==> src/rtl/dacq_ascii_pkg.sv <==
// Shared ASCII definitions for the data-acquisition UART path: character constants,
// type/id mapping, unit characters and the line-parser state encoding.
package dacq_ascii_pkg;

  localparam logic [7:0] ASCII_COLON      = 8'h3A;
  localparam logic [7:0] ASCII_CR         = 8'h0D;
  localparam logic [7:0] ASCII_LF         = 8'h0A;
  localparam logic [7:0] ASCII_DIGIT_BASE = 8'h30;

  localparam logic [7:0] UNIT_MILLI   = "m";
  localparam logic [7:0] UNIT_CELSIUS = "C";
  localparam logic [7:0] UNIT_COUNT   = "#";
  localparam logic [7:0] UNIT_SECOND  = "s";

  typedef enum logic [2:0] {
    ST_WAIT_TYPE,
    ST_WAIT_COLON,
    ST_DIGITS,
    ST_WAIT_CR,
    ST_WAIT_LF,
    ST_EMIT,
    ST_DISCARD
  } parse_state_t;

  function automatic logic type_valid(input logic [7:0] c);
    return (c == "V") || (c == "T") || (c == "B") || (c == "A") || (c == "R");
  endfunction

  function automatic logic [2:0] type_to_id(input logic [7:0] c);
    case (c)
      "T":     return 3'd1;
      "B":     return 3'd2;
      "A":     return 3'd3;
      "R":     return 3'd4;
      default: return 3'd0;
    endcase
  endfunction

  function automatic logic [7:0] id_to_type(input logic [2:0] id);
    case (id)
      3'd0:    return "V";
      3'd1:    return "T";
      3'd2:    return "B";
      3'd3:    return "A";
      3'd4:    return "R";
      default: return "?";
    endcase
  endfunction

  function automatic logic is_unit(input logic [7:0] c);
    return (c == UNIT_MILLI) || (c == UNIT_CELSIUS) || (c == UNIT_COUNT) || (c == UNIT_SECOND);
  endfunction

  function automatic logic is_digit(input logic [7:0] c);
    return (c >= ASCII_DIGIT_BASE) && (c <= ASCII_DIGIT_BASE + 8'd9);
  endfunction

endpackage

==> src/rtl/uart_dec_accum.sv <==
// Decimal accumulator: builds a 16-bit value one digit at a time and flags a digit
// that would exceed five digits or 65535 before it is applied.
module uart_dec_accum (
  input  logic        clk,
  input  logic        reset_n,
  input  logic        clear,
  input  logic        digit_valid,
  input  logic [3:0]  digit,
  output logic [15:0] acc,
  output logic        overflow,
  output logic [2:0]  ndig
);

  logic [19:0] next_acc;

  always_comb begin
    next_acc = ({4'b0000, acc} << 3) + ({4'b0000, acc} << 1) + {16'h0000, digit};
    overflow = digit_valid && ((ndig == 3'd5) || (next_acc > 20'd65535));
  end

  // An overflowing digit leaves acc untouched; the parser abandons the line anyway.
  always_ff @(posedge clk or negedge reset_n) begin
    if (!reset_n) begin
      acc  <= '0;
      ndig <= '0;
    end else if (clear) begin
      acc  <= '0;
      ndig <= '0;
    end else if (digit_valid && !overflow) begin
      acc  <= next_acc[15:0];
      ndig <= ndig + 3'd1;
    end
  end

endmodule

==> src/rtl/uart_parser.sv <==
// Parses "<type>:<digits>[unit][CR]LF" lines from a UART byte stream into one
// AXI4-Stream beat per valid line; malformed lines are dropped and counted.
module uart_parser
  import dacq_ascii_pkg::*;
(
  input  logic        clk,
  input  logic        reset_n,
  input  logic [7:0]  s_uart_tdata,
  input  logic        s_uart_tvalid,
  output logic        s_uart_tready,
  output logic [31:0] m_axis_tdata,
  output logic [2:0]  m_axis_tid,
  output logic        m_axis_tvalid,
  input  logic        m_axis_tready,
  output logic        parse_error,
  output logic [15:0] err_count
);

  parse_state_t state;
  logic [2:0]   id;
  logic [15:0]  acc;
  logic [2:0]   ndig;
  logic         overflow;
  logic         accept;
  logic         byte_is_cr;
  logic         byte_is_lf;
  logic         bad_byte;
  logic         line_done;
  logic         digit_valid;
  logic         acc_clear;

  assign accept     = s_uart_tvalid && s_uart_tready;
  assign byte_is_cr = (s_uart_tdata == ASCII_CR);
  assign byte_is_lf = (s_uart_tdata == ASCII_LF);

  assign digit_valid = accept && (state == ST_DIGITS) && is_digit(s_uart_tdata);
  assign acc_clear   = accept && (state == ST_WAIT_COLON) && (s_uart_tdata == ASCII_COLON);

  uart_dec_accum u_accum (
    .clk         (clk),
    .reset_n     (reset_n),
    .clear       (acc_clear),
    .digit_valid (digit_valid),
    .digit       (s_uart_tdata[3:0]),
    .acc         (acc),
    .overflow    (overflow),
    .ndig        (ndig)
  );

  always_comb begin
    // NOTE: default assigned before the case so no path leaves bad_byte unassigned (no latch).
    bad_byte = 1'b0;
    case (state)
      ST_WAIT_TYPE:  bad_byte = !type_valid(s_uart_tdata) && !byte_is_cr && !byte_is_lf;
      ST_WAIT_COLON: bad_byte = (s_uart_tdata != ASCII_COLON);
      ST_DIGITS:
        if (is_digit(s_uart_tdata)) bad_byte = overflow;
        else bad_byte = (ndig == 3'd0) ||
                        !(is_unit(s_uart_tdata) || byte_is_cr || byte_is_lf);
      ST_WAIT_CR:    bad_byte = !byte_is_cr && !byte_is_lf;
      ST_WAIT_LF:    bad_byte = !byte_is_lf;
      default:       bad_byte = 1'b0;
    endcase
  end

  assign line_done = accept && !bad_byte && byte_is_lf &&
                     ((state == ST_DIGITS) || (state == ST_WAIT_CR) || (state == ST_WAIT_LF));

  // NOTE: non-blocking assignments so every register samples pre-edge values together.
  always_ff @(posedge clk or negedge reset_n) begin
    if (!reset_n) begin
      state         <= ST_WAIT_TYPE;
      id            <= '0;
      s_uart_tready <= 1'b0;
      m_axis_tvalid <= 1'b0;
      m_axis_tdata  <= '0;
      m_axis_tid    <= '0;
      parse_error   <= 1'b0;
      err_count     <= '0;
    end else begin
      parse_error <= accept && bad_byte;
      if (accept && bad_byte && (err_count != 16'hFFFF))
        err_count <= err_count + 16'd1;

      if (state == ST_EMIT) begin
        // Input stays closed until the beat is taken, so the handshake cycle accepts no byte.
        if (m_axis_tready) begin
          state         <= ST_WAIT_TYPE;
          m_axis_tvalid <= 1'b0;
          s_uart_tready <= 1'b1;
        end
      end else if (line_done) begin
        state         <= ST_EMIT;
        m_axis_tvalid <= 1'b1;
        m_axis_tdata  <= {16'h0000, acc};
        m_axis_tid    <= id;
        s_uart_tready <= 1'b0;
      end else begin
        s_uart_tready <= 1'b1;
        if (accept) begin
          if (bad_byte) begin
            state <= byte_is_lf ? ST_WAIT_TYPE : ST_DISCARD;
          end else begin
            case (state)
              ST_WAIT_TYPE:
                if (type_valid(s_uart_tdata)) begin
                  id    <= type_to_id(s_uart_tdata);
                  state <= ST_WAIT_COLON;
                end
              ST_WAIT_COLON: state <= ST_DIGITS;
              ST_DIGITS:
                if (is_unit(s_uart_tdata)) state <= ST_WAIT_CR;
                else if (byte_is_cr)       state <= ST_WAIT_LF;
              ST_WAIT_CR:
                if (byte_is_cr) state <= ST_WAIT_LF;
              ST_DISCARD:
                if (byte_is_lf) state <= ST_WAIT_TYPE;
              default: ;
            endcase
          end
        end
      end
    end
  end

endmodule

==> config.mk <==
export PLATFORM = sky130hd
export DESIGN_NAME = uart_parser
export DESIGN_NICKNAME = d
export VERILOG_FILES = /design/src/rtl/dacq_ascii_pkg.sv /design/src/rtl/uart_dec_accum.sv /design/src/rtl/uart_parser.sv
export SDC_FILE = /design/constraint.sdc
export NUM_CORES = 1
export LEC_CHECK = 0
export ABC_AREA = 1
export BUFFER_PORTS_ARGS = -buffer_cell sky130_fd_sc_hd__buf_2
export CAP_MARGIN = 20
export CORE_MARGIN = 5
export CORE_UTILIZATION = 63
export DETAILED_ROUTE_END_ITERATION = 8
export PLACE_DENSITY = 0.95
export SLEW_MARGIN = 20
export SYNTH_ARGS = -nofsm -noshare
export SYNTH_HDL_FRONTEND = slang
export SYNTH_SLANG_ARGS = --single-unit
==> constraint.sdc <==
create_clock -name clk -period 5.84 [get_ports clk]
set_input_delay 0.584 -clock clk [delete_from_list [all_inputs] [get_ports clk]]
set_output_delay 0.584 -clock clk [all_outputs]
set_load 0.1 [all_outputs]
==> flow_metrics.py, run 1 <==
metrics = {
    "outcome": {
        "status": "completed",
    },
    "cells_and_area": {
        "drive_gt1_share_pct": 15.2,
        "fillers": 576,
        "area_delta_synth_final_pct": 9.92,
        "mostFrequentLayoutCells": "nand2_1 (215), inv_1 (80), dfrtp_1 (63)",
        "nets": 741,
        "num_antenna_cells": 0,
        "final_common_cell": "nand2_1",
    },
    "power": {
        "swShare_pct": 47.6,
        "seqPwrFrac_pct": 32.3,
        "combPwrFrac_pct": 42.0,
        "powerDensity_nw_per_um2": 327,
        "power_switching_uw": 793,
        "clkPwrFrac_pct": 25.7,
        "intPower_uw": 873,
        "p_leak_uw": 0.00285,
        "vdd_drop_max_mv": 0.204,
    },
    "yosys": {
        "ys_ff_latch": 63,
        "ys_types": 38,
        "yosys_warnings": 0,
        "syn_inst": 642,
        "async_flop_share_pct": 100,
        "syn-mean-instance-area_sq_um": 7.21,
        "synthesis.area_sq_um": 4630,
        "synth_edf_count": 0,
        "yosysSeqAreaShare_pct": 34.1,
        "yosys_most_used_dff": "dfrtp_1",
    },
    "grt": {
        "track_usage_pct": 28.0,
        "grt_start_max_net_pins": 64,
        "grt_pass1_wl_microns": 20100,
        "antenna_found_initial": 0,
        "overflow": 0,
        "grt_pass1_vias": 4381,
    },
    "drt": {
        "first_iter_violations": 349,
        "vias": 4561,
        "drc": 0,
        "ant_nets": 0,
        "wl_microns": 12000,
        "avgViaCountPerCell": 5.73,
        "wl_per_cell_microns": 15.1,
        "first_pass_iters": 7,
    },
    "floorplan": {
        "die_area_sq_um": 9160,
        "start_util_pct": 64.2,
        "core_sq_um": 7210,
        "die-height_microns": 95.7,
        "fp.dieW_microns": 95.7,
        "ios": 66,
        "rows": 31,
    },
    "place": {
        "port_buffers": 49,
        "gp_congestion": 1.08,
        "place_hpwl_microns": 8790,
    },
    "timing": {
        "hold_slack_ns": 0.410,
        "rsz0062_at_grt": "no",
        "max_freq_mhz": 244,
        "fin_crit_sh_pct": 70.2,
        "fin_worst_skew_ns": 0.00855,
        "tightest_slew_ns": 0.867,
        "slew_headroom_pct": 42.0,
        "finalHoldViolations": 0,
        "finalSetupTns_ns": 0,
        "setup_violations": 0,
        "layout_min_cycle_time_ns": 4.10,
        "slew_violations": 0,
    },
    "setup_path": {
        "critical_path_class": "reg -> reg",
        "arrival_ns": 4.37,
        "end_kind": "flip-flop",
        "crit_path_start_kind": "flip-flop",
        "cp.required_ns": 6.12,
        "worstPathMaxFanout": 16,
    },
    "cts": {
        "tritoncts": "built",
        "cts_resized": 0,
        "postCtsSetupBuffers": 0,
        "root_buffer": "clkbuf_8",
        "cts.clk_slew.worst_paths_ns": 0.07,
        "cts_max_level": 3,
        "clock_latency_ns": 0.34,
        "cts_sinks": 63,
        "cts_made_buffers": 9,
        "max-clock-path-buffers": 2,
        "postCtsHoldBufs": 0,
    },
    "job": {
        "maxCapViolations": 0,
    },
    "worst_hold_path": {
        "hp-class": "in -> async",
    },
}
power groups by stage:
| stage | Sequential, uW | Combinational [uW] | Clock, uW |
|---|---|---|---|
| finish | 538 | 699 | 429 |
| detailed placement | 544 | 688 | 0 |
| CTS | 537 | 692 | 428 |
| global placement | 541 | 667 | 0 |
| global route | 546 | 751 | 449 |
| floorplan | 777 | 368 | 0 |
through the flow:
stage | instance area, sq um | std cells | setup slack (ns) | util (%) | total power, uW
3_5_place_dp | 4850 | 779 | 1.23 | 67.3 | 1230
4_1_cts | 5070 | 795 | 1.42 | 70.3 | 1660
3_3_place_gp | 4850 | 779 | 1.51 | 67.3 | 1210
6_report | 5090 | 796 | 1.74 | 70.5 | 1670
5_1_grt | 5090 | 796 | 1.51 | 70.5 | 1740
2_1_floorplan | 4680 | 657 | 2.66 | - | 1140
state kept, by name (all words and copies together) (netlist names):
signal	cells
m_axis_tvalid	1
m_axis_tid	3
u_accum.acc	16
m_axis_tdata	16
id	3
err_count	16
u_accum.ndig	3
parse_error	1
state	3
s_uart_tready	1
final cells by class:
type	count	area (sq um)	share of cell area (%)
inverters	88	330	6.49
flip-flops and latches	63	1580	31.0
multi-input cells	479	2570	50.5
clock buffers	11	141	2.78
clock inverters	5	81.3	1.60
repair buffers	51	264	5.19
well taps	99	124	2.43
path summary, 6_finish.rpt:
check	start	to	slack (ns)	cells past startpoint
worst max-delay path	u_accum.acc[2]	m_axis_tdata[4]	1.74	21
worst min-delay path	reset_n	m_axis_tdata[14]	0.41	2
worst max register to register	u_accum.acc[2]	m_axis_tdata[4]	1.74	21
worst min register to register	m_axis_tvalid	m_axis_tvalid	0.49	2
max in group asynchronous	reset_n	m_axis_tdata[0]	4.92	2
min in group clk	m_axis_tvalid	m_axis_tvalid	0.49	2
cell usage after synthesis, types with 2 or more instances:
| master | instances | share of area, % |
|---|---|---|
| buf_4 | 17 | 2.8 |
| or2_2 | 5 | 0.68 |
| o21ai_2 | 7 | 1.3 |
| a21oi_1 | 17 | 1.8 |
| buf_2 | 4 | 0.43 |
| nor2_1 | 41 | 3.3 |
| clkbuf_1 | 2 | 0.16 |
| nor4_2 | 2 | 0.54 |
| nand3_2 | 6 | 1.3 |
| ha_1 | 35 | 9.5 |
| and3_1 | 3 | 0.41 |
| xnor2_1 | 5 | 0.95 |
| nor3_1 | 8 | 0.87 |
| a31oi_1 | 4 | 0.54 |
| fa_1 | 2 | 0.87 |
| nand4_1 | 8 | 1.1 |
| nand3_1 | 35 | 3.8 |
| nand2_2 | 5 | 0.68 |
| o211ai_1 | 2 | 0.32 |
| inv_1 | 80 | 6.5 |
| dfrtp_1 | 63 | 34 |
| nor4_1 | 4 | 0.54 |
| xor2_1 | 14 | 2.6 |
| inv_2 | 8 | 0.65 |
| buf_6 | 3 | 0.73 |
| nor2_2 | 4 | 0.54 |
| o21ai_0 | 31 | 3.4 |
| nand2_1 | 215 | 17 |
| nand3b_1 | 3 | 0.49 |
critical path, cell delays in order, from the launching register on:
cell and delay [ns]:
dfrtp_1 0.40, inv_1 0.12, fa_1 0.49, fa_1 0.45, inv_1 0.09, nand2_1 0.07
nand2_1 0.12, nand3_2 0.08, nand2_2 0.09, nand2_1 0.09, nand3_1 0.11, nand2_1 0.08
nor2_1 0.13, nand2_1 0.13, nand2_1 0.12, nand2_1 0.08, nand2_2 0.12, nand4_1 0.49
buf_6 0.36, inv_2 0.21, nand2_1 0.12, nand2_1 0.07
cells by family (layout without fill, tap and decap cells):
logic type / Yosys count / in the layout / synth area share [%]
fa+ha+maj: 37 / 37 / 10.3
flops: 63 / 63 / 34.1
buf+inv: 115 / 155 / 11.7
other cells: 1 / 16 / 0.0810
xor+xnor: 19 / 19 / 3.60
compound gates: 65 / 65 / 8.06
simple gates: 342 / 342 / 32.2
metal layers:
layer	wire [microns]	vias up	part of all wire, %	global-route usage (%)
li1	-	2107	-	-
met1	4480	2096	37	34.2
met2	5930	301	49	48.0
met3	1180	57	9.9	6.41
met4	406	0	3.4	10.7
met5	0	-	0	0
Power figures use the tool's default switching activity.
==> inputs of run 2 (changes only) <==
--- a/config.mk
+++ b/config.mk
@@ -5,13 +5,13 @@
 export SDC_FILE = /design/constraint.sdc
 export NUM_CORES = 1
 export LEC_CHECK = 0
-export ABC_AREA = 1
+export ABC_AREA = 0
 export BUFFER_PORTS_ARGS = -buffer_cell sky130_fd_sc_hd__buf_2
 export CAP_MARGIN = 20
 export CORE_MARGIN = 5
-export CORE_UTILIZATION = 63
+export CORE_UTILIZATION = 52
 export DETAILED_ROUTE_END_ITERATION = 8
-export PLACE_DENSITY = 0.95
+export PLACE_DENSITY = 0.88
 export SLEW_MARGIN = 20
 export SYNTH_ARGS = -nofsm -noshare
 export SYNTH_HDL_FRONTEND = slang
==> constraint.sdc (replaced) <==
create_clock -name clk -period 3.3 [get_ports clk]
set_input_delay 0.33 -clock clk [delete_from_list [all_inputs] [get_ports clk]]
set_output_delay 0.33 -clock clk [all_outputs]
set_load 0.1 [all_outputs]
==> flow_metrics.py, run 2 <==
metrics = {
    "outcome": {
        "status": "finished with violations",
        "violations": "negative hold slack, negative setup slack",
    },
    "yosys": {
        "ys_ff_latch": 63,
        "yosys_warnings": 0,
        "ys_top_cells_by_count": "dfrtp_1 (63), nor2_1 (46), a21oi_1 (39), ha_1 (35), nand2_1 (35)",
        "synth_most_common_cell": "dfrtp_1",
        "ys_types": 58,
        "synth_edf_count": 0,
        "yosysTopAreaCell": "dfrtp_1",
        "synth_top_area_share_pct": 37.1,
        "syn_inst": 445,
        "synthTopCellsByArea": "dfrtp_1 (37%), ha_1 (10%), xnor2_1 (5.0%)",
        "async_flop_share_pct": 100,
        "synthesis.area_sq_um": 4250,
        "yosysSeqAreaShare_pct": 37.1,
        "syn-mean-instance-area_sq_um": 9.54,
        "yosys_most_used_dff": "dfrtp_1",
    },
    "cts": {
        "postCtsHoldBufs": 0,
        "clock_latency_ns": 0.36,
        "tritoncts": "built",
        "root_buffer": "clkbuf_8",
        "cts_sinks": 63,
        "cts.clk_slew.worst_paths_ns": 0.08,
        "max-clock-path-buffers": 2,
        "cts_max_level": 3,
        "cts_made_buffers": 9,
    },
    "cells_and_area": {
        "drive_gt1_share_pct": 29.7,
        "final_core_util_pct": 64.3,
        "fillers": 626,
        "top_regs": "err_count (16), m_axis_tdata (16), u_accum.acc (16)",
        "fin_area_sq_um": 5200,
        "mostFrequentLayoutCells": "dfrtp_1 (63), buf_2 (48), nor2_1 (43)",
        "final_common_cell": "dfrtp_1",
        "num_antenna_cells": 0,
        "nets": 573,
        "area_delta_synth_final_pct": 22.6,
    },
    "place": {
        "pre_cts_slack_ns": -0.285,
        "port_buffers": 49,
        "gp_congestion": 0.889,
        "placed_area_sq_um": 4730,
        "place_hpwl_microns": 7180,
    },
    "drt": {
        "wl_per_cell_microns": 17.5,
        "avgViaCountPerCell": 5.91,
        "ant_nets": 0,
        "wl_microns": 11100,
        "vias": 3748,
        "first_pass_iters": 5,
        "drc": 0,
        "first_iter_violations": 274,
    },
    "timing": {
        "fin_worst_skew_ns": 0.00980,
        "fin_crit_sh_pct": 104,
        "tightest_slew_ns": 0.819,
        "setup_violations": 31,
        "slew_headroom_pct": 45.4,
        "worst_slack_ns": -0.130,
        "slew_violations": 0,
        "hold_slack_ns": -0.00144,
        "layout_min_cycle_time_ns": 3.43,
        "finalHoldViolations": 2,
        "rsz0062_at_grt": "yes",
        "max_freq_mhz": 292,
    },
    "floorplan": {
        "die_area_sq_um": 10100,
        "die-height_microns": 100,
        "core_sq_um": 8090,
        "ios": 66,
        "rows": 33,
        "fp.dieW_microns": 100,
        "start_util_pct": 52.5,
    },
    "setup_path": {
        "cp.required_ns": 3.53,
        "end_kind": "flip-flop",
        "crit_path_start_kind": "flip-flop",
        "critical_path_class": "reg -> reg",
        "worstPathMaxFanout": 6,
        "arrival_ns": 3.66,
        "r2r_slack_ns": -0.13,
    },
    "grt": {
        "grt_pass1_vias": 3515,
        "grt_pass1_wl_microns": 16600,
        "overflow": 0,
        "grt_start_max_net_pins": 52,
        "antenna_found_initial": 0,
        "track_usage_pct": 20.5,
    },
    "power": {
        "seqPwrFrac_pct": 28.1,
        "combPwrFrac_pct": 53.5,
        "power_switching_uw": 1740,
        "p_leak_uw": 0.00257,
        "powerDensity_nw_per_um2": 709,
        "swShare_pct": 47.3,
        "intPower_uw": 1940,
        "clkPwrFrac_pct": 18.4,
        "vdd_drop_max_mv": 0.772,
    },
    "worst_hold_path": {
        "hp-class": "in -> async",
    },
    "job": {
        "maxCapViolations": 0,
    },
}
## run 2: cell type report
| type | count | area, sq um | area share [%] |
|---|---|---|---|
| multi-input cells | 350 | 2690 | 51.7 |
| flip-flops and latches | 63 | 1580 | 30.3 |
| repair buffers | 84 | 549 | 10.6 |
| well taps | 105 | 131 | 2.52 |
| clock buffers | 9 | 124 | 2.38 |
| clock inverters | 7 | 73.8 | 1.42 |
| inverters | 16 | 60.1 | 1.15 |
## run 2: routing by layer
layer  global-route usage [%]  part of all wire [%]  wire [microns]
met1                     25.2                    40            4460
met2                     34.6                    49            5480
met3                     4.93                   6.9             770
met4                     8.60                   3.4             378
met5                        0                     0               0
## run 2: final timing paths
kind                                startpoint               to  depth (start not counted)
worst min register to register           id[2]            id[2]                          2
worst max register to register  u_accum.acc[2]     err_count[4]                         14
min in group clk                 m_axis_tready    s_uart_tready                          2
max in group asynchronous              reset_n  u_accum.acc[13]                          2
worst max-delay path            u_accum.acc[2]     err_count[4]                         14
worst min-delay path                   reset_n    err_count[11]                          1
## run 2: what timing repair did
item                                   in CTS  in global routing
resized for setup                          15                 28
buffers inserted                            7                  3
pin swaps                                  15                 17
endpoints found under the hold margin       0                  0
setup endpoints to repair                  28                 35
## run 2: cells by family after synthesis
family	share of synthesized area, %
DFF	37.1
AOI/OAI and AO/OA	13.9
and+or+nand+nor	17.3
muxes	8.31
other	0.0883
adders and majority gates	11.3
buffers and inverters	6.04
xor gates and xnor gates	5.98
## run 2: worst max-delay path: stages, from the launching register on
cell	delay [ns]
dfrtp_1	0.39
inv_2	0.08
fa_1	0.44
buf_4	0.16
fa_2	0.35
nand2b_4	0.17
a21oi_4	0.16
o21bai_4	0.11
a21oi_2	0.18
mux2i_2	0.31
o31ai_4	0.11
a221oi_4	0.36
buf_6	0.18
nand4_1	0.14
xnor2_1	0.17
## run 2: metrics by stage
stage / power (uW) / instances / setup TNS, ns
3_5_place_dp: 2700 / 609 / -6.57
6_report: 3690 / 634 / -1.47
4_1_cts: 3500 / 631 / -1.56
3_3_place_gp: 2640 / 609 / -3.76
5_1_grt: 3880 / 634 / -6.05
2_1_floorplan: 2300 / 460 / 0
## run 2: power by group through the flow
| stage | Clock [uW] | Combinational [uW] | Sequential, uW |
|---|---|---|---|
| floorplan | 0 | 965 | 1330 |
| global placement | 0 | 1600 | 1040 |
| detailed placement | 0 | 1660 | 1040 |
| CTS | 685 | 1790 | 1030 |
| global route | 720 | 2100 | 1060 |
| finish | 678 | 1970 | 1040 |
==> inputs of run 3 (changes only) <==
--- a/config.mk
+++ b/config.mk
@@ -9,9 +9,9 @@
 export BUFFER_PORTS_ARGS = -buffer_cell sky130_fd_sc_hd__buf_2
 export CAP_MARGIN = 20
 export CORE_MARGIN = 5
-export CORE_UTILIZATION = 52
+export CORE_UTILIZATION = 40
 export DETAILED_ROUTE_END_ITERATION = 8
-export PLACE_DENSITY = 0.88
+export PLACE_DENSITY_LB_ADDON = 0.2
 export SLEW_MARGIN = 20
 export SYNTH_ARGS = -nofsm -noshare
 export SYNTH_HDL_FRONTEND = slang
==> constraint.sdc (replaced) <==
create_clock -name clk -period 3.3 [get_ports clk]
set_input_delay 0.33 -clock clk [delete_from_list [all_inputs] [get_ports clk]]
set_output_delay 0.33 -clock clk [all_outputs]
set_load 0.02 [all_outputs]
==> flow_metrics.py, run 3 (synthesis gave the netlist of run 2 again) <==
metrics = {
    "outcome": {
        "status": "finished with violations",
        "violations": "negative setup slack",
    },
    "cts": {
        "cts.clk_slew.worst_paths_ns": 0.08,
        "clock_latency_ns": 0.35,
        "root_buffer": "clkbuf_8",
        "cts_max_level": 3,
        "tritoncts": "built",
        "cts_made_buffers": 9,
        "max-clock-path-buffers": 2,
        "cts_sinks": 63,
    },
    "timing": {
        "fin_crit_sh_pct": 103,
        "setup_violations": 24,
        "worst_slack_ns": -0.0870,
        "slew_violations": 0,
        "finalSetupTns_ns": -0.837,
        "rsz0062_at_grt": "yes",
        "layout_min_cycle_time_ns": 3.39,
        "slew_headroom_pct": 45.0,
        "max_freq_mhz": 295,
        "tightest_slew_ns": 0.824,
        "finalHoldViolations": 0,
        "fin_worst_skew_ns": 0.0160,
    },
    "floorplan": {
        "start_util_pct": 41.1,
        "die-height_microns": 113,
        "die_area_sq_um": 12800,
        "rows": 37,
        "core_sq_um": 10300,
        "ios": 66,
        "fp.dieW_microns": 113,
    },
    "grt": {
        "overflow": 0,
        "track_usage_pct": 16.0,
        "antenna_found_initial": 0,
        "grt_pass1_wl_microns": 16900,
        "grt_start_max_net_pins": 24,
        "grt_pass1_vias": 3507,
    },
    "power": {
        "vdd_drop_max_mv": 0.332,
        "powerDensity_nw_per_um2": 605,
        "p_leak_uw": 0.00263,
    },
    "setup_path": {
        "crit_path_start_kind": "flip-flop",
        "arrival_ns": 3.62,
        "worstPathMaxFanout": 7,
        "crit_family": "compound AO/OA/AOI/OAI gates",
        "worstPathBufferInverterCount": 4,
        "crit_path_frequent_cell": "inv_2",
        "path_cells": "inv_2 -> fa_1 -> inv_2 -> ha_4 -> a211oi_4 -> o211ai_2 -> a31oi_2 -> buf_4 -> nor2_4 -> nor4_4 -> o31ai_4 -> a221oi_4 -> buf_12 -> mux2_4",
        "critical_path_class": "reg -> reg",
        "end_kind": "flip-flop",
        "critPathMaxStageDelay_ns": 0.53,
        "cpMaxStageDelayCell": "fa_1",
        "cp.required_ns": 3.54,
    },
    "job": {
        "maxCapViolations": 0,
    },
    "cells_and_area": {
        "top_regs": "err_count (16), m_axis_tdata (16), u_accum.acc (16)",
        "fin_area_sq_um": 5320,
        "nets": 583,
        "final_core_util_pct": 51.5,
        "num_antenna_cells": 0,
        "drive_gt1_share_pct": 31.0,
        "mostFrequentLayoutCells": "dfrtp_1 (63), buf_2 (49), nor2_1 (42)",
        "final_common_cell": "dfrtp_1",
        "area_delta_synth_final_pct": 25.2,
    },
    "drt": {
        "wl_per_cell_microns": 15.0,
        "wl_microns": 10100,
        "avgViaCountPerCell": 5.16,
        "first_iter_violations": 143,
        "first_pass_iters": 4,
        "ant_nets": 0,
        "vias": 3480,
        "drc": 0,
    },
    "place": {
        "gp_congestion": 0.874,
        "place_hpwl_microns": 7270,
        "placed_area_sq_um": 4750,
        "port_buffers": 49,
    },
    "worst_hold_path": {
        "hp-class": "in -> reg",
    },
}
run 3: where the power goes:
group | internal, uW | switching (uW)
registers | 884 | 151
clock network | 350 | 329
logic | 702 | 800
run 3: metal layers:
layer / routed length [microns] / global-route usage (%) / vias up
met2: 4820 / 26.3 / 64
met4: 92 / 3.45 / 0
met1: 4820 / 21.6 / 1673
met5: 0 / 0 / -
li1: - / - / 1735
met3: 385 / 3.74 / 8
run 3: through the flow:
step	hold slack (ns)	total power, uW	cells	setup slack, ns
floorplan	0.0344	1930	460	0.00395
global placement	0.317	2290	642	-0.368
detailed placement	0.333	2320	642	-0.438
CTS	0.206	3200	669	-0.0854
global route	0.203	3440	675	-0.292
finish	0.221	3220	675	-0.0870
run 3: timing repair:
item                                    in CTS  in global routing
endpoints found under the setup margin      36                 36
setup buffers                                7                  7
pin swaps                                   20                 22
endpoints found under the hold margin       19                  0
resized for setup                           31                 26
hold buffers                                 1                  0
cloned                                       3                  0
run 3: final cells by class:
class / count / area [sq um]
fillers: 966 / 5010
multi-input cells: 350 / 2680
flip-flops and latches: 63 / 1580
repair buffers: 94 / 636
well taps: 136 / 170
clock buffers: 9 / 124
clock inverters: 7 / 73.8
inverters: 16 / 60.1
run 3: final timing paths:
check | start | endpoint | slack (ns) | cells after the start
setup reg to reg | u_accum.acc[0] | err_count[1] | -0.09 | 14
setup / recovery | u_accum.acc[0] | err_count[1] | -0.09 | 14
min in group asynchronous | reset_n | id[2] | 0.47 | 2
hold / removal | m_axis_tready | s_uart_tready | 0.22 | 2
max in group asynchronous | reset_n | u_accum.acc[15] | 2.12 | 3
hold reg to reg | id[0] | id[0] | 0.47 | 2
